===== src/rtl/spi_slave_mcu_multi.sv =====
// MCU-facing SPI slave (mode 0) serving a framed packet of NUM_SENSORS IMU channels
// with sequence number, optional XOR checksum, short-read abort and overrun detection.
`timescale 1ns/1ps
module spi_slave_mcu_multi #(
    parameter int         NUM_SENSORS = 2,
    parameter logic [7:0] HEADER      = 8'hAA,
    parameter bit         CHECKSUM_EN = 1'b1
) (
    input  logic                     clk,
    input  logic                     rst_n,
    input  logic                     sck,
    input  logic                     sdi,
    output logic                     sdo,
    input  logic                     load,
    output logic                     done,
    input  logic [NUM_SENSORS-1:0]   quat_valid,
    input  logic [64*NUM_SENSORS-1:0] quat_data,
    input  logic [NUM_SENSORS-1:0]   gyro_valid,
    input  logic [48*NUM_SENSORS-1:0] gyro_data,
    output logic                     overrun,
    output logic                     err_short,
    output logic [7:0]               seq_num
);

    localparam int BODY_BYTES = 2 + 15 * NUM_SENSORS;
    localparam int PKT_BYTES  = BODY_BYTES + (CHECKSUM_EN ? 1 : 0);
    localparam int PKT_BITS   = 8 * PKT_BYTES;
    localparam int CNT_W      = $clog2(PKT_BITS + 2);
    localparam logic [CNT_W-1:0] CNT_FULL = CNT_W'(PKT_BITS);
    localparam logic [CNT_W-1:0] CNT_SAT  = CNT_W'(PKT_BITS + 1);

    typedef enum logic [1:0] {
        IDLE  = 2'd0,
        READY = 2'd1,
        SHIFT = 2'd2
    } state_t;

    function automatic logic [7:0] xor_fold_f(input logic [8*BODY_BYTES-1:0] body);
        logic [7:0] acc;
        acc = 8'h00;
        for (int i = 0; i < BODY_BYTES; i++) begin
            acc = acc ^ body[8*i +: 8];
        end
        return acc;
    endfunction

    logic [1:0]             sck_sync_r, load_sync_r, sdi_sync_r;
    logic                   sck_prev_r, load_prev_r;
    logic                   sck_rise_s, sck_fall_s, load_rise_s, load_fall_s;
    logic                   unused_sdi_s;

    logic [63:0]            quat_shadow_r [NUM_SENSORS];
    logic [47:0]            gyro_shadow_r [NUM_SENSORS];
    logic [NUM_SENSORS-1:0] quat_flag_r, gyro_flag_r, snap_quat_r, snap_gyro_r;
    logic [NUM_SENSORS-1:0] quat_flag_next_s, gyro_flag_next_s;
    logic                   overrun_r, overrun_next_s, overrun_hit_s;

    state_t                 state_r;
    logic [PKT_BITS-1:0]    pkt_shift_r;
    logic [PKT_BITS-1:0]    pkt_s;
    logic [8*BODY_BYTES-1:0] body_s;
    logic                   sdo_r, done_r, err_short_r;
    logic [7:0]             seq_num_r;
    logic [CNT_W-1:0]       bit_cnt_r;
    logic                   in_shift_s, complete_s;

    assign sck_rise_s   =  sck_sync_r[1]  & ~sck_prev_r;
    assign sck_fall_s   = ~sck_sync_r[1]  &  sck_prev_r;
    assign load_rise_s  =  load_sync_r[1] & ~load_prev_r;
    assign load_fall_s  = ~load_sync_r[1] &  load_prev_r;
    assign unused_sdi_s = ^sdi_sync_r;

    // Two-flop synchronisers and edge-detect history for the SPI pins
    always_ff @(posedge clk) begin
        if (!rst_n) begin
            sck_sync_r  <= 2'b00;
            load_sync_r <= 2'b00;
            sdi_sync_r  <= 2'b00;
            sck_prev_r  <= 1'b0;
            load_prev_r <= 1'b0;
        end else begin
            sck_sync_r  <= {sck_sync_r[0], sck};
            load_sync_r <= {load_sync_r[0], load};
            sdi_sync_r  <= {sdi_sync_r[0], sdi};
            sck_prev_r  <= sck_sync_r[1];
            load_prev_r <= load_sync_r[1];
        end
    end

    // Next-state of sticky flags and overrun; snapshot flags only shield a strobe while shifting
    always_comb begin
        in_shift_s = (state_r == SHIFT);
        complete_s = in_shift_s & load_fall_s & (bit_cnt_r == CNT_FULL);
        if (complete_s) begin
            quat_flag_next_s = (quat_flag_r & ~snap_quat_r) | quat_valid;
            gyro_flag_next_s = (gyro_flag_r & ~snap_gyro_r) | gyro_valid;
        end else begin
            quat_flag_next_s = quat_flag_r | quat_valid;
            gyro_flag_next_s = gyro_flag_r | gyro_valid;
        end
        overrun_hit_s =
            |((quat_valid & quat_flag_r & ~(snap_quat_r & {NUM_SENSORS{in_shift_s}})) |
              (gyro_valid & gyro_flag_r & ~(snap_gyro_r & {NUM_SENSORS{in_shift_s}})));
        if (complete_s) begin
            overrun_next_s = overrun_hit_s;
        end else begin
            overrun_next_s = overrun_r | overrun_hit_s;
        end
    end

    // Shadow registers, sticky flags and overrun
    always_ff @(posedge clk) begin
        if (!rst_n) begin
            for (int k = 0; k < NUM_SENSORS; k++) begin
                quat_shadow_r[k] <= 64'h0;
                gyro_shadow_r[k] <= 48'h0;
            end
            quat_flag_r <= '0;
            gyro_flag_r <= '0;
            overrun_r   <= 1'b0;
        end else begin
            for (int k = 0; k < NUM_SENSORS; k++) begin
                if (quat_valid[k]) begin
                    quat_shadow_r[k] <= quat_data[64*k +: 64];
                end
                if (gyro_valid[k]) begin
                    gyro_shadow_r[k] <= gyro_data[48*k +: 48];
                end
            end
            quat_flag_r <= quat_flag_next_s;
            gyro_flag_r <= gyro_flag_next_s;
            overrun_r   <= overrun_next_s;
        end
    end

    // Packet body assembly, byte 0 in the MSBs
    always_comb begin
        body_s = '0;
        body_s[8*BODY_BYTES-1 -: 16] = {HEADER, seq_num_r};
        for (int k = 0; k < NUM_SENSORS; k++) begin
            body_s[8*BODY_BYTES-17-120*k -: 120] =
                {quat_shadow_r[k], gyro_shadow_r[k], 6'b000000, gyro_flag_r[k], quat_flag_r[k]};
        end
    end

    generate
        if (CHECKSUM_EN) begin : g_csum
            assign pkt_s = {body_s, xor_fold_f(body_s)};
        end else begin : g_no_csum
            assign pkt_s = body_s;
        end
    endgenerate

    // Read FSM: snapshot on load rise, shift on sck, classify read on load fall
    always_ff @(posedge clk) begin
        if (!rst_n) begin
            state_r     <= IDLE;
            pkt_shift_r <= '0;
            sdo_r       <= 1'b0;
            done_r      <= 1'b0;
            err_short_r <= 1'b0;
            seq_num_r   <= 8'd0;
            bit_cnt_r   <= '0;
            snap_quat_r <= '0;
            snap_gyro_r <= '0;
        end else begin
            err_short_r <= 1'b0;
            case (state_r)
                IDLE, READY: begin
                    if (load_rise_s) begin
                        state_r     <= SHIFT;
                        pkt_shift_r <= pkt_s;
                        sdo_r       <= pkt_s[PKT_BITS-1];
                        bit_cnt_r   <= '0;
                        done_r      <= 1'b0;
                        snap_quat_r <= quat_flag_r;
                        snap_gyro_r <= gyro_flag_r;
                    end else if ((|quat_flag_r) || (|gyro_flag_r)) begin
                        state_r <= READY;
                        done_r  <= 1'b1;
                        sdo_r   <= 1'b0;
                    end else begin
                        state_r <= IDLE;
                        done_r  <= 1'b0;
                        sdo_r   <= 1'b0;
                    end
                end
                SHIFT: begin
                    done_r <= 1'b0;
                    if (load_fall_s) begin
                        if (complete_s) begin
                            seq_num_r <= seq_num_r + 8'd1;
                        end else begin
                            err_short_r <= 1'b1;
                        end
                        sdo_r <= 1'b0;
                        if ((|quat_flag_next_s) || (|gyro_flag_next_s)) begin
                            state_r <= READY;
                            done_r  <= 1'b1;
                        end else begin
                            state_r <= IDLE;
                        end
                    end else begin
                        // zeros shifted in supply sdo = 0 for any excess bits
                        if (sck_fall_s) begin
                            pkt_shift_r <= {pkt_shift_r[PKT_BITS-2:0], 1'b0};
                            sdo_r       <= pkt_shift_r[PKT_BITS-2];
                        end
                        if (sck_rise_s && (bit_cnt_r != CNT_SAT)) begin
                            bit_cnt_r <= bit_cnt_r + CNT_W'(1);
                        end
                    end
                end
                default: begin
                    state_r <= IDLE;
                    sdo_r   <= 1'b0;
                    done_r  <= 1'b0;
                end
            endcase
        end
    end

    assign sdo       = sdo_r;
    assign done      = done_r;
    assign overrun   = overrun_r;
    assign err_short = err_short_r;
    assign seq_num   = seq_num_r;

endmodule


===== config.mk =====
export PLATFORM = sky130hd
export DESIGN_NAME = spi_slave_mcu_multi
export DESIGN_NICKNAME = d
export VERILOG_FILES = /design/src/rtl/spi_slave_mcu_multi.sv
export SDC_FILE = /design/constraint.sdc
export NUM_CORES = 1
export LEC_CHECK = 0
export CAP_MARGIN = 30
export CORE_AREA = 3 3 218 220
export DETAILED_ROUTE_END_ITERATION = 12
export DIE_AREA = 0 0 221 223
export GPL_ROUTABILITY_DRIVEN = 0
export PLACE_DENSITY = 0.71
export SLEW_MARGIN = 5
export SYNTH_ARGS = -nofsm -noshare
export SYNTH_HDL_FRONTEND = slang
export SYNTH_SLANG_ARGS = --single-unit

===== constraint.sdc =====
create_clock -name clk -period 3.4 [get_ports clk]
set_clock_uncertainty 0.2 [all_clocks]
set_input_delay 0.51 -clock clk [delete_from_list [all_inputs] [get_ports clk]]
set_output_delay 0.51 -clock clk [all_outputs]
set_load 0.03 [all_outputs]

## Word level (Yosys, flattened, before mapping)

Memory sizes are Yosys's and may differ from the RTL's.
Cells that the tools add are included.

| operators by class | value |
|---|---|
| add/sub/neg operators | 2 |
| eq/ne operators | 10 |
| muxes and demuxes | 43 |
| bitwise gates (word level) | 63 |
| reductions and logical operators | 16 |

Operators with widths:

| operator | count |
|---|---|
| $mux W263 | 3 |
| $pmux W263 S2 | 1 |
| $xor A8 B8 Y8 | 28 |
| $mux W64 | 2 |
| $mux W48 | 2 |
| $mux W9 | 3 |
| $mux W1 | 24 |
| $pmux W9 S2 | 1 |
| $and A2 B2 Y2 | 8 |
| $reduce_or A2 Y1 | 6 |
| $or A2 B2 Y2 | 5 |
| $add A9 B1 Y9 const B | 1 |
| $eq A9 B9 Y1 const B | 1 |
| $ne A9 B9 Y1 const B | 1 |
| $add A8 B1 Y8 const B | 1 |
| $mux W2 | 4 |
| $ne A2 B2 Y1 const B | 4 |
| $not A2 Y2 | 4 |
| $reduce_and A4 Y1 | 2 |
| $xor A2 B8 Y8 | 1 |
| $xor A8 B2 Y8 | 1 |
| $and A1 B1 Y1 | 6 |
| $reduce_and A3 Y1 | 2 |
| $or A1 B1 Y1 | 5 |
| 13 further kinds | 18 |

| storage, ports and cells | value |
|---|---|
| register bits | 300 |
| RAM bits | 224 |
| output and inout port bits | 12 |
| memories kept | 2 |

Memories:

| name | depth | bits a word | rd ports | clocked after Yosys merged registers in | wr ports | RTL line | text |
|---|---|---|---|---|---|---|---|
| quat_shadow_r | 2 | 64 | 2 | 0 | 2 | 52 | `logic [63:0] quat_shadow_r [NUM_SENSORS];` |
| gyro_shadow_r | 2 | 48 | 2 | 0 | 2 | 53 | `logic [47:0] gyro_shadow_r [NUM_SENSORS];` |

## Depth between registers and ports, before layout

Gate-level depths: netlist of the first run.
An unclocked memory read counts as a cell.

| logic depth | value |
|---|---|
| depth after elaboration | 34 |
| depth in mapped cells | 9 |
| gate-level depth less buffers | 8 |

## Least setup slack after synthesis of the first run

No wires, ideal clock.

| timing | value |
|---|---|
| path type | input to register |
| start | input quat_valid[0] |
| end | memory quat_shadow_r[0][0] (enable) |
| arrival | 2083 ps |
| required time | 2767 ps |
| path slack | 684 ps |
| stages on the path | 1 |
| path buffers | 0 |
| path through | nand2b_1 |

RTL lines:

| element | RTL line | text |
|---|---|---|
| start: declaration | 16 | `input logic [NUM_SENSORS-1:0] quat_valid,` |
| end: declaration | 52 |  |

## Worst setup path in the final report of the first run

| timing | value |
|---|---|
| start | register state_r[1] |
| end | register pkt_shift_r[192] |

| on the way | value |
|---|---|
| longest elaborated chain between the ends | 4 |
| elaborated cells between the ends (all ways) | 10 |
| those cells by class | 5 x eq/ne; 1 x mux; 4 x reduce/logical |

Ends and longest elaborated chain:

| element | RTL line | text |
|---|---|---|
| start: declaration | 58 | `state_t state_r;` |
| start signal: assignment | 157 | `state_r <= IDLE;` |
| start signal: assignment | 171 | `state_r <= SHIFT;` |
| start signal: assignment | 179 | `state_r <= READY;` |
| $eq A2 B1 Y1 / $logic_not A2 Y1 (equally long branches) | 168 | `case (state_r)` |
| $reduce_or A2 Y1 | 168 |  |
| $ne A2 B2 Y1 (no line) / $reduce_bool A2 Y1 (equally long branches) | -- |  |
| $reduce_and A4 Y1 (no line) | -- |  |
| end signal: assignment | 172 | `pkt_shift_r <= pkt_s;` |
| end signal: assignment | 206 | `pkt_shift_r <= {pkt_shift_r[PKT_BITS-2:0], 1'b0};` |
| end: declaration | 59 | `logic [PKT_BITS-1:0] pkt_shift_r;` |

Several ways; a longest one is shown, not always the timed one.
A chain may end at the register's enable or synchronous reset.

==> metrics.md, run 1 <==
| Metric | Value |
|---|---|
| Power density over cell area | between 500 and 600 mW/mm² |
| Floorplan die area | 0.0493 mm² |
| Area of combinational cells with multiple inputs | 0.00944 mm² |
| Run status | complete, no violations |
| Synth cell types | 42 |
| Setup-violating endpoint count in the final report | 0 |
| Num Clock Sinks | roughly 520 |
| Yosys synthesis warning count | 0 |
| Post-placement cell area | roughly 0.026 mm² |
| Port Buffers | about 240 |
| Critical path capture point type | flop |
| Reg-to-reg critical path startpoint | state_r[1] |
| Routed met1 length | roughly 24000 µm |
| Shortest period the worst path allows | 2850 ps |
| Cell-internal power | 11.9 mW |
| Total Wirelength | 54900 µm |
| Synthesized netlist net count | around 2600 |
| First element of the critical path | state_r[1] |
| CP required | 3690 ps |
| CTS Buffer Depth | 3 |
| CP Buf/Inv Count | 1 |
| Fraction of power spent switching nets | 0.259 |
| Via count of the first global-routing pass | about 16000 |
| Sequential share of power | 0.461 |
| Leading cell types in the layout, fill and taps excluded | 512 x sky130_fd_sc_hd__nand2_1, 300 x sky130_fd_sc_hd__dfxtp_1, 270 x sky130_fd_sc_hd__nor2_1, 243 x sky130_fd_sc_hd__clkdlybuf4s50_1, 236 x sky130_fd_sc_hd__a311oi_1 |
| Wire length per cell after detailed routing | about 18 µm |
| Ys async rst share | 0 |
| Portion of the clock cycle consumed by the worst path in the final layout | 0.837 |
| Ports placed on the boundary | roughly 250 |
| Sequential fraction of the synthesis area | 0.557 |
| Number of cell instances on the worst register-to-register path | 6 |
| Number of design rule violations left after detail routing | 0 |
| Type of the setup path with the least slack | flop to flop |
| F_max | between 0.3 and 0.4 GHz |
| Worst slew pin tran | ~1300 ps |
| Data arrival, critical path | 3130 ps |
| Die Width | 221 µm |
| Hold Worst Slack | 237 ps |
| Worst R2R End | pkt_shift_r[192] |
| Met3 wirelength from detailed routing | approximately 3200 µm |
| Total global routing track utilization | 0.217 |
| Total via count after detailed routing | 16900 |
| Hold Path Origin | load_sync_r[0] |
| Top layer used by detailed routing | met5 |
| Netlist Area Pre-Place | 0.0229 mm² |
| Clock latency on the worst-skew pair | approximately 620 ps |
| Number of antenna violations at the first check in global routing | 2 |
| Most frequent standard cell in the layout excluding fill and tap cells | sky130_fd_sc_hd__nand2_1 |
| Max-cap violations | 0 |
| NumNets Final | 2705 |
| Root buffer selected by CTS | sky130_fd_sc_hd__clkbuf_16 |
| Hold Crit Depth | 1 |
| Initial standard-cell utilization of the core | 0.502 |
| DR WL met2 | 25800 µm |
| Max Slew Vio Count | 0 |
| Final sum of negative setup slack | 0 ps |
| Average instance area after synthesis | slightly below 10 µm² |
| Reported net switching power | around 4.1 mW |
| FF+latch count, synth | 524 |
| Wire length of the first global-routing pass | between 80000 and 90000 µm |
| Placeable core region | between 0.04 and 0.05 mm² |
| Via count normalized by instance count | roughly 5.4 |
| Post-Synthesis Cells | 2328 |
| Max H-tree Level | 2 |
| Tightest slew margin relative to the limit | 0.135 |
| Slowest stage cell on the critical path | sky130_fd_sc_hd__o21ai_4 |
| Category of the worst setup path launch point | flop |
| Terminating pin of the worst hold path | load_sync_r[1] |
| Resized Gates After CTS | 0 |
| Largest net degree at the start of global routing | 255 |
| Ordered list of cells on the worst path | nor2b_4, nand2_1, o21ai_4, buf_12, nor2_1, a311oi_1 |
| Gate family responsible for the most delay along the worst path | compound AO/OA/AOI/OAI gates |
| Hold violation count in the final report | 0 |
| Combinational group share of total power | 0.164 |
| Filler instances | 3722 |
| Share of final-layout standard cells stronger than drive strength 1 | 0.0497 |
| Peak VDD IR | 339 µV |
| Max Fanout on Critical Path | 107 |
| Clock network fraction of design power | 0.375 |
| Clock buffers created by TritonCTS | 54 |
| Chip Height | 223 µm |
| Count of flip-flops with a built-in enable after synthesis | 224 |
| Unrepaired setup endpoints after global routing | false |
| CTS tree | built |
| CP peak stage delay | 530 ps |
| Count of standard-cell rows | 78 |
| Fin area | ~0.028 mm² |
| Layout Area Growth over Synthesis | 20.6% |
| CTS clock-pin slew for the worst setup and hold paths | 60 ps |
| Top FF cell, synth | sky130_fd_sc_hd__dfxtp_1 |
| Buffers inserted by post-CTS timing repair | 0 |
| Number of nets with antenna violations after routing | 0 |
| Leakage power total | 9.47 nW |
| Class of the tightest hold or removal check | flop to flop |
| Worst reg2reg setup slack | 550 ps |
| Aggregate global routing overflow | 0 |
| Flip-flop and latch area | 0.0127 mm² |
| Hold buffers post-CTS | 0 |
| Drt initial violations | 1950 |
| First drt pass iteration count | 5 |
| HPWL Detailed | between 30000 and 40000 µm |
==> synthesized netlist by cell type, types with 2 or more instances <==
library cell                 n  area [µm²]
sky130_fd_sc_hd__or3_1       3        18.8
sky130_fd_sc_hd__xnor2_1   194        1700
sky130_fd_sc_hd__buf_1       4        15.0
sky130_fd_sc_hd__o21a_1      2        15.0
sky130_fd_sc_hd__xor2_1     45         394
sky130_fd_sc_hd__o32ai_1     7        61.3
sky130_fd_sc_hd__a311oi_1  236        2070
sky130_fd_sc_hd__buf_2       5        25.0
sky130_fd_sc_hd__a31oi_1     5        31.3
sky130_fd_sc_hd__a21oi_1    38         190
sky130_fd_sc_hd__nor4_1      2        12.5
sky130_fd_sc_hd__edfxtp_1  224        6730
sky130_fd_sc_hd__dfxtp_1   300        6010
sky130_fd_sc_hd__nand3b_1    2        15.0
sky130_fd_sc_hd__nand3_1    19        95.1
sky130_fd_sc_hd__nand2b_1    9        56.3
sky130_fd_sc_hd__nand4_1     6        37.5
sky130_fd_sc_hd__nor2b_1     4        25.0
sky130_fd_sc_hd__nor2_1    272        1020
sky130_fd_sc_hd__clkbuf_1  162         608
sky130_fd_sc_hd__nand2_1   512        1920
sky130_fd_sc_hd__and2_1    230        1440
sky130_fd_sc_hd__nor3_1      9        45.0
sky130_fd_sc_hd__inv_1       4        15.0
sky130_fd_sc_hd__ha_1        4        50.1
sky130_fd_sc_hd__and3_1      2        12.5
sky130_fd_sc_hd__a21boi_0    2        15.0
sky130_fd_sc_hd__buf_4       8        60.1
sky130_fd_sc_hd__o21ai_0     5        25.0
==> sequential cells by signal, indices dropped and copies added (netlist names), 8 cells and up <==
register / flops
pkt_shift_r: 263
quat_shadow_r: 128
gyro_shadow_r: 96
bit_cnt_r: 9
seq_num: 8
==> cell type report <==
type / instances / area share
diodes: 1 / 0.0000908
clock buffers: 85 / 0.0619
clock inverters: 16 / 0.00468
inverters: 4 / 0.000818
multi-input cells: 1620 / 0.343
flip-flops and latches: 524 / 0.462
well taps: 600 / 0.0273
repair buffers: 264 / 0.100
==> cell families (layout without fill, tap and decap cells) <==
family | count (synthesis) | count (layout) | synth area share
flip-flops | 524 | 524 | 0.557
adder cells (fa/ha/maj) | 4 | 4 | 0.00219
buffers and inverters | 184 | 369 | 0.0321
AO/OA/AOI/OAI | 299 | 299 | 0.107
AND/OR/NAND/NOR | 1077 | 1077 | 0.209
other | 0 | 1 | 0
XOR/XNOR | 239 | 239 | 0.0916
multiplexers | 1 | 1 | 0.000438
==> worst reg2reg max path, stage by stage (launching register included) <==
cell and delay, ps:
sky130_fd_sc_hd__dfxtp_1 450, sky130_fd_sc_hd__nor2b_4 410, sky130_fd_sc_hd__nand2_1 210, sky130_fd_sc_hd__o21ai_4 530
sky130_fd_sc_hd__buf_12 400, sky130_fd_sc_hd__nor2_1 170, sky130_fd_sc_hd__a311oi_1 370
==> how the worst max path moves through the flow <==
stage / endpoint / slack [ps] / cells after the start
after floorplan: quat_shadow_r[0][0] / 680 / 1
after global placement: pkt_shift_r[155] / 770 / 6
after detailed placement: pkt_shift_r[233] / 620 / 6
after CTS: pkt_shift_r[233] / 630 / 6
after global routing: pkt_shift_r[192] / 340 / 6
final: pkt_shift_r[192] / 550 / 6
==> through the flow <==
| stage | util | std cells | total power [mW] | worst slack [ps] |
|---|---|---|---|---|
| 2_1_floorplan | - | 2328 | 9.21 | 684 |
| 4_1_cts | 0.606 | 3113 | 16.1 | 632 |
| 6_report | 0.606 | 3114 | 16.0 | 555 |
| 5_1_grt | 0.606 | 3113 | 16.6 | 335 |
| 3_5_place_dp | 0.565 | 3012 | 10.1 | 621 |
| 3_3_place_gp | 0.565 | 3012 | 10.1 | 772 |
==> metal layers <==
metal  global-route usage  vias to the layer above
met4               0.0727                        4
met1                0.305                     8066
met3               0.0333                       97
li1                     -                     8239
met5                    0                        -
met2                0.346                      486
==> power by group through the flow <==
stage / Sequential, mW / Combinational (mW) / Clock [mW]
floorplan: 7.41 / 1.81 / 0
global placement: 7.49 / 2.59 / 0
detailed placement: 7.50 / 2.64 / 0
CTS: 7.37 / 2.65 / 6.08
global route: 7.42 / 2.87 / 6.35
finish: 7.37 / 2.62 / 6.00
Power figures use the tool's default switching activity.
==> run 2: changes to the inputs <==
==> constraint.sdc (replaced) <==
create_clock -name clk -period 2.7 [get_ports clk]
set_clock_uncertainty 0.2 [all_clocks]
set_input_delay 0.405 -clock clk [delete_from_list [all_inputs] [get_ports clk]]
set_output_delay 0.405 -clock clk [all_outputs]
set_load 0.03 [all_outputs]
==> run 2 against run 1 <==
Sequential share of layout area is essentially flat. Routed wire length shrank 0.41%. Largest cell class unchanged. Cell count grew 0.42%. Via count shrank 0.14%. First-iteration DRC count shrank 14%. Combinational power grew 26%. Power grew 23%. Die area is the same. Critical endpoint is now seq_num[6]. Critical path type unchanged. Global-route usage shrank 0.093 points. Sequential cell count is the same. Non-clock buffer count grew 17.
==> metrics.md, run 2 (synthesis gave the netlist of run 1 again) <==
| Metric | Value |
|---|---|
| Most frequent standard cell in the layout excluding fill and tap cells | sky130_fd_sc_hd__nand2_1 |
| Port Buffers | 243 (unchanged) |
| Wire length of the first global-routing pass | 86700 µm (about the same) |
| Die Width | 221 µm (unchanged) |
| Wire length per cell after detailed routing | 17.5 µm (-0.83%) |
| Clock network fraction of design power | 0.360 (-0.015) |
| Initial standard-cell utilization of the core | 0.502 (unchanged) |
| Ports placed on the boundary | 245 (unchanged) |
| Total global routing track utilization | 0.216 (-0.000927) |
| Total via count after detailed routing | 16900 (-0.14%) |
| Max FFs per register | 263 (unchanged) |
| Leading cell types in the layout, fill and taps excluded | 512 x sky130_fd_sc_hd__nand2_1, 300 x sky130_fd_sc_hd__dfxtp_1, 270 x sky130_fd_sc_hd__nor2_1, 243 x sky130_fd_sc_hd__clkdlybuf4s50_1, 236 x sky130_fd_sc_hd__a311oi_1 |
| Power density over cell area | 715 mW/mm² (+23%) |
| Max-cap violations | 0 (unchanged) |
| Total Wirelength | 54700 µm (-0.41%) |
| Worst slew pin tran | 1120 ps (-174 ps) |
| Largest registers | pkt_shift_r (263), quat_shadow_r (128), gyro_shadow_r (96) |
| Tightest slew margin relative to the limit | 0.251 (+0.116) |
| Count of standard-cell rows | 78 (unchanged) |
| Most flops, register | pkt_shift_r |
| Largest net degree at the start of global routing | 240 (-5.9%) |
| First drt pass iteration count | 6 (+1) |
| Fraction of power spent switching nets | 0.257 (-0.00134) |
| CTS Buffer Depth | 3 (unchanged) |
| Unrepaired setup endpoints after global routing | false |
| Category of the worst setup path launch point | flop |
| Max Slew Vio Count | 0 (unchanged) |
| Power, Total | 19.7 mW (+23%) |
| Via count normalized by instance count | 5.39 (-0.55%) |
| Sequential share of power | 0.472 (+0.011) |
| Leakage power total | 9.47 nW (about the same) |
| Buffers inserted by post-CTS timing repair | 0 (unchanged) |
| Aggregate global routing overflow | 0 (unchanged) |
| F_max | 0.397 GHz (+13%) |
| Drt initial violations | 1668 (-14%) |
| Number of design rule violations left after detail routing | 0 (unchanged) |
| Critical path capture point type | flop |
| Placeable core region | 0.0455 mm² (unchanged) |
| Portion of the clock cycle consumed by the worst path in the final layout | 0.933 (+0.0963) |
| Max Fanout on Critical Path | 6 (-94%) |
| Num Clock Sinks | 524 (unchanged) |
| Layout Area Growth over Synthesis | 20.7% (about the same) |
| Via count of the first global-routing pass | 16200 (+0.94%) |
| Type of the setup path with the least slack | flop to flop |
| CTS clock-pin slew for the worst setup and hold paths | 60 ps (about the same) |
| Cell-internal power | 14.6 mW (+23%) |
| Floorplan die area | 0.0493 mm² (unchanged) |
| Clock latency on the worst-skew pair | 600 ps (-20 ps) |
| HPWL Detailed | 36600 µm (+2.1%) |
| Hold violation count in the final report | 0 (unchanged) |
| Reported net switching power | 5.07 mW (+23%) |
| Data arrival, critical path | 2820 ps (-310 ps) |
| Hold buffers post-CTS | 0 (unchanged) |
| Class of the tightest hold or removal check | input pin to flop |
| Number of nets with antenna violations after routing | 0 (unchanged) |
| CP required | 3000 ps (-690 ps) |
| Resized Gates After CTS | 0 (unchanged) |
| CTS tree | built |
| Fin util | 0.606 (about the same) |
| Run status | complete, no violations |
| Final cell count without fillers | 3127 (+0.42%) |
| Setup-violating endpoint count in the final report | 0 (unchanged) |
| Root buffer selected by CTS | sky130_fd_sc_hd__clkbuf_16 |
| Number of diodes | 0 (-1) |
| Chip Height | 223 µm (unchanged) |
| Shortest period the worst path allows | 2520 ps (-326 ps) |
| Number of antenna violations at the first check in global routing | 2 (unchanged) |
| Max H-tree Level | 2 (unchanged) |
| Clock buffers created by TritonCTS | 52 (-3.7%) |
| Share of final-layout standard cells stronger than drive strength 1 | 0.0487 (-0.00107) |
| Final sum of negative setup slack | 0 ps (unchanged) |
| Peak VDD IR | 433 µV (+28%) |
| NumNets Final | 2720 (+0.55%) |
| Combinational group share of total power | 0.168 (+0.004) |
| Placed insts | 3029 (+0.56%) |
run 2: changes by cell type in the layout (fill, tap and decap cells not counted):
cell,change
sky130_fd_sc_hd__buf_4,+11
sky130_fd_sc_hd__clkbuf_8,-9
sky130_fd_sc_hd__clkbuf_1,+8
sky130_fd_sc_hd__clkinv_1,+8
sky130_fd_sc_hd__buf_12,+6
sky130_fd_sc_hd__clkbuf_16,-6
sky130_fd_sc_hd__clkinv_2,-6
sky130_fd_sc_hd__bufinv_16,+3
sky130_fd_sc_hd__diode_2,-1
sky130_fd_sc_hd__inv_16,-1
run 2: cell type report:
cell class	instances	area (µm²)
clock buffer	78	1460
timing repair buffer	281	2970
fill	3865	17900
inverter	4	22.5
clock inverter	20	199
sequential	524	12700
multi-input combinational	1620	9440
tap	600	751
run 2: path summary, 6_finish.rpt:
kind / start / to / slack, ps / cells after the start
max: bit_cnt_r[4] / seq_num[6] / 180 / 6
min: sck / sck_sync_r[0] / 210 / 2
max reg2reg: bit_cnt_r[4] / seq_num[6] / 180 / 6
min reg2reg: sck_sync_r[0] / sck_sync_r[1] / 240 / 1
run 2: worst max-delay path, cell delays in order (launching register included):
cell,delay [ps]
sky130_fd_sc_hd__dfxtp_1,360
sky130_fd_sc_hd__or4_4,580
sky130_fd_sc_hd__nor4_4,430
sky130_fd_sc_hd__buf_4,220
sky130_fd_sc_hd__nand4_1,150
sky130_fd_sc_hd__or3_1,350
sky130_fd_sc_hd__a21oi_1,160
run 2: power groups by stage:
stage | clock network (mW) | logic (mW) | registers (mW)
after CTS | 7.21 | 3.35 | 9.30
after detailed placement | 0 | 3.33 | 9.46
after global placement | 0 | 3.28 | 9.45
final | 7.10 | 3.31 | 9.30
after floorplan | 0 | 2.27 | 9.33
after global routing | 7.55 | 3.61 | 9.35
run 2: metrics by stage:
step           setup slack (ps)  hold WS [ps]  cell area, µm²
5_1_grt                    80.3           204           27600
3_5_place_dp                225           228           25900
2_1_floorplan              89.3           212           22900
3_3_place_gp                255           224           25900
6_report                    180           207           27600
4_1_cts                     203           180           27600
run 2: per-layer routing:
| layer | global-route usage | wire length (µm) | vias up |
|---|---|---|---|
| met5 | 0 | 10 | - |
| met4 | 0.0650 | 1300 | 2 |
| met3 | 0.0293 | 2810 | 80 |
| met2 | 0.354 | 26100 | 472 |
| met1 | 0.301 | 24400 | 8041 |
| li1 | - | - | 8274 |
==> run 3: changes to the inputs <==
--- a/config.mk
+++ b/config.mk
@@ -5,10 +5,11 @@
 export SDC_FILE = /design/constraint.sdc
 export NUM_CORES = 1
 export LEC_CHECK = 0
+export ABC_AREA = 1
 export CAP_MARGIN = 30
-export CORE_AREA = 3 3 218 220
+export CORE_AREA = 3 3 226 228
 export DETAILED_ROUTE_END_ITERATION = 12
-export DIE_AREA = 0 0 221 223
+export DIE_AREA = 0 0 229 231
 export GPL_ROUTABILITY_DRIVEN = 0
 export PLACE_DENSITY = 0.71
 export SLEW_MARGIN = 5
==> run 3 against run 2 <==
Clock power grew 3%. Final area grew 6.0%. Sequential share of layout area shrank 2.6 points. Critical path type is now flop to output pin. Highest routed layer is now met4.
==> metrics.md, run 3 <==
| Metric | Value |
|---|---|
| Complex-gate fraction of the synthesized area | 0.125 (+0.0178) |
| Number of diodes | 0 (unchanged) |
| Portion of the clock cycle consumed by the worst path in the final layout | 0.918 (-0.0155) |
| Layout Area Growth over Synthesis | 19.7% |
| CTS Buffer Depth | 3 (unchanged) |
| Ports placed on the boundary | 245 (unchanged) |
| Resized Gates After CTS | 0 (unchanged) |
| Largest net degree at the start of global routing | 253 (+5.4%) |
| Tightest slew margin relative to the limit | 0.114 (-0.137) |
| Fin area | 0.0292 mm² (+6.0%) |
| Worst slew pin tran | 1330 ps (+206 ps) |
| Critical path capture point type | output pin |
| Post-Synthesis Cells | 3119 (+34%) |
| Drt initial violations | 2233 (+34%) |
| Type of the setup path with the least slack | flop to output pin |
| Hold buffers post-CTS | 1 (+1) |
| Number of antenna violations at the first check in global routing | 0 (-2) |
| Number of nets with antenna violations after routing | 0 (unchanged) |
| Synth top area share | 0.275 (-0.0189) |
| Floorplan die area | 0.0529 mm² (+7.3%) |
| Class of the tightest hold or removal check | input pin to flop |
| Yosys synthesis warning count | 0 (unchanged) |
| CP required | 2100 ps (-900 ps) |
| Worst R2R End | pkt_shift_r[82] |
| Final setup margin | 222 ps (+41.9 ps) |
| Slowest stage cell on the critical path | sky130_fd_sc_hd__clkdlybuf4s50_1 |
| Total via count after detailed routing | 21100 (+25%) |
| Max Slew Vio Count | 0 (unchanged) |
| First drt pass iteration count | 6 (unchanged) |
| HPWL Detailed | 47100 µm (+29%) |
| Fraction of the mapped netlist area in adder cells | 0.00205 (-0.000141) |
| Chip Height | 231 µm (+3.6%) |
| Clock latency on the worst-skew pair | 600 ps (about the same) |
| Leading cell types in the layout, fill and taps excluded | 909 x sky130_fd_sc_hd__nand2_1, 414 x sky130_fd_sc_hd__inv_1, 300 x sky130_fd_sc_hd__dfxtp_1, 287 x sky130_fd_sc_hd__nor2_1, 242 x sky130_fd_sc_hd__clkdlybuf4s50_1 |
| Post-synthesis share of cell area spent on and, or, nand and nor gates | 0.215 (+0.00615) |
| Setup-violating endpoint count in the final report | 0 (unchanged) |
| Total Wirelength | 66400 µm (+22%) |
| Unrepaired setup endpoints after global routing | false |
| Synth top area cells | sky130_fd_sc_hd__edfxtp_1 28%, sky130_fd_sc_hd__dfxtp_1 25%, sky130_fd_sc_hd__nand2_1 14% |
| Max-cap violations | 0 (unchanged) |
| Sequential fraction of the synthesis area | 0.521 (-0.0359) |
| Worst setup endpoint | seq_num[6] |
| Category of the worst setup path launch point | flop |
| CP Buf/Inv Count | 1 (unchanged) |
| Gate family responsible for the most delay along the worst path | buffers and inverters |
| Ys async rst share | 0 (unchanged) |
| Reg-to-reg critical path startpoint | state_r[1] |
| Hold Path Origin | sck |
| Aggregate global routing overflow | 0 (unchanged) |
| Count of flip-flops with a built-in enable after synthesis | 224 (unchanged) |
| Multiplexer fraction of the synthesized cell area | 0 (-0.000438) |
| Number of design rule violations left after detail routing | 0 (unchanged) |
| First element of the critical path | seq_num[6] |
| Combinational family with the most area after synthesis | simple AND/OR/NAND/NOR gates |
| FF+latch count, synth | 524 (unchanged) |
| Max H-tree Level | 2 (unchanged) |
| Wire length of the first global-routing pass | 104000 µm (+20%) |
| Top FF cell, synth | sky130_fd_sc_hd__dfxtp_1 |
| Max FFs per register | 263 (unchanged) |
| Port Buffers | 243 (unchanged) |
| Number of cell instances on the worst register-to-register path | 5 (-1) |
| Initial standard-cell utilization of the core | 0.498 (-0.00457) |
| Synth cell types | 30 (-29%) |
| Worst reg2reg setup slack | 280 ps (+100 ps) |
| Clock buffers created by TritonCTS | 54 (+3.8%) |
| Crit. path cell count | 1 (-5) |
| Power density over cell area | 687 mW/mm² (-3.9%) |
| Max Fanout on Critical Path | 7 (+1) |
| Die Width | 229 µm (+3.6%) |
| Run status | complete, no violations |
| CP peak stage delay | 780 ps (+200 ps) |
| Most frequent standard cell in the layout excluding fill and tap cells | sky130_fd_sc_hd__nand2_1 |
| Placeable core region | 0.0491 mm² (+7.9%) |
| Largest registers | pkt_shift_r (263), quat_shadow_r (128), gyro_shadow_r (96) |
| CTS clock-pin slew for the worst setup and hold paths | 60 ps (about the same) |
| Most frequent cell after synthesis | sky130_fd_sc_hd__nand2_1 |
| Post-synthesis xor/xnor area fraction | 0.0398 (-0.0518) |
| Root buffer selected by CTS | sky130_fd_sc_hd__clkbuf_16 |
| CTS tree | built |
| Share of final-layout standard cells stronger than drive strength 1 | 0.0457 (-0.00296) |
| Via count of the first global-routing pass | 19900 (+23%) |
| Most flops, register | pkt_shift_r |
| Synthesized netlist net count | 3356 (+31%) |
| Final sum of negative setup slack | 0 ps (unchanged) |
| Post-placement setup slack | 316 ps (+91.6 ps) |
| Data arrival, critical path | 1870 ps (-950 ps) |
| Peak VDD IR | 474 µV (+9.5%) |
| Filler instances | 4338 (+12%) |
| Average instance area after synthesis | 7.83 µm² (-20%) |
| Via count normalized by instance count | 5.29 (-2.0%) |
| Netlist Area Pre-Place | 0.0244 mm² (+6.9%) |
| Total global routing track utilization | 0.245 (+0.0288) |
| Count of standard-cell rows | 81 (+3.8%) |
| Leakage power total | 12.8 nW (+35%) |
| Shortest period the worst path allows | 2480 ps (-41.9 ps) |
| Buffers inserted by post-CTS timing repair | 0 (unchanged) |
| NumNets Final | 3517 (+29%) |
| Num Clock Sinks | 524 (unchanged) |
| Library cell occupying the most area in the post-synthesis netlist | sky130_fd_sc_hd__edfxtp_1 |
| Post-placement cell area | 0.0275 mm² (+6.1%) |
| Hold violation count in the final report | 0 (unchanged) |
| F_max | 0.404 GHz (+1.7%) |
| Wire length per cell after detailed routing | 16.6 µm (-4.7%) |
| Most instantiated cells after synthesis | 909 x sky130_fd_sc_hd__nand2_1, 414 x sky130_fd_sc_hd__inv_1, 300 x sky130_fd_sc_hd__dfxtp_1 |
| Ordered list of cells on the worst path | clkdlybuf4s50_1 |
-- run 3: changes by cell type in the layout (fill, tap and decap cells not counted), moves of 66 or more --
cell                       delta
sky130_fd_sc_hd__inv_1      +411
sky130_fd_sc_hd__nand2_1    +397
sky130_fd_sc_hd__a311oi_1   -236
sky130_fd_sc_hd__a31oi_1    +235
sky130_fd_sc_hd__and2_1     -230
sky130_fd_sc_hd__o21ai_0    +194
sky130_fd_sc_hd__xnor2_1    -127
sky130_fd_sc_hd__nand3_1     +66
-- run 3: logic make-up after synthesis --
group	Yosys count
xor gates and xnor gates	111
adders and majority gates	4
buffers and inverters	598
DFF	524
AOI/OAI and AO/OA	548
and+or+nand+nor	1334
-- run 3: cell type report --
cell class | instances | area [µm²] | share of cell area
sequential | 524 | 12700 | 0.436
clock buffer | 76 | 1560 | 0.0533
timing repair buffer | 286 | 3000 | 0.103
clock inverter | 25 | 175 | 0.00599
inverter | 417 | 1570 | 0.0537
tap | 664 | 831 | 0.0284
multi-input combinational | 1997 | 9370 | 0.320
-- run 3: how the worst min path moves through the flow --
stage	slack, ps	to	depth (start not counted)
after CTS	140	sck_sync_r[0]	3
after floorplan	190	load_sync_r[1]	2
after detailed placement	200	sck_sync_r[1]	2
after global routing	170	load_sync_r[0]	3
final	170	sck_sync_r[0]	3
after global placement	200	sck_sync_r[1]	2
-- run 3: metrics by stage --
step | power (mW) | std cells | util | hold slack, ps
3_3_place_gp | 12.8 | 3886 | 0.560 | 202
2_1_floorplan | 11.6 | 3119 | - | 190
4_1_cts | 20.2 | 3989 | 0.596 | 144
3_5_place_dp | 12.9 | 3887 | 0.560 | 201
6_report | 20.1 | 3989 | 0.596 | 168
5_1_grt | 20.9 | 3989 | 0.596 | 166
-- run 3: worst min-delay path, stage by stage --
cell and delay, ps:
sky130_fd_sc_hd__clkdlybuf4s50_1 400, sky130_fd_sc_hd__nand2_1 70, sky130_fd_sc_hd__inv_1 30
-- run 3: power by group --
group / total, mW / internal, mW / switching [mW]
combinational: 3.25 / 1.32 / 1.93
clock: 7.29 / 4.20 / 3.09
sequential: 9.53 / 8.97 / 0.561
total: 20.1 / 14.5 / 5.58
-- run 3: layer usage --
metal / vias up / wire [µm] / GRT usage
met4: 0 / 2260 / 0.0853
li1: 10300 / - / -
met1: 9835 / 28000 / 0.330
met3: 136 / 4540 / 0.0353
met5: - / 0 / 0
met2: 782 / 31600 / 0.406
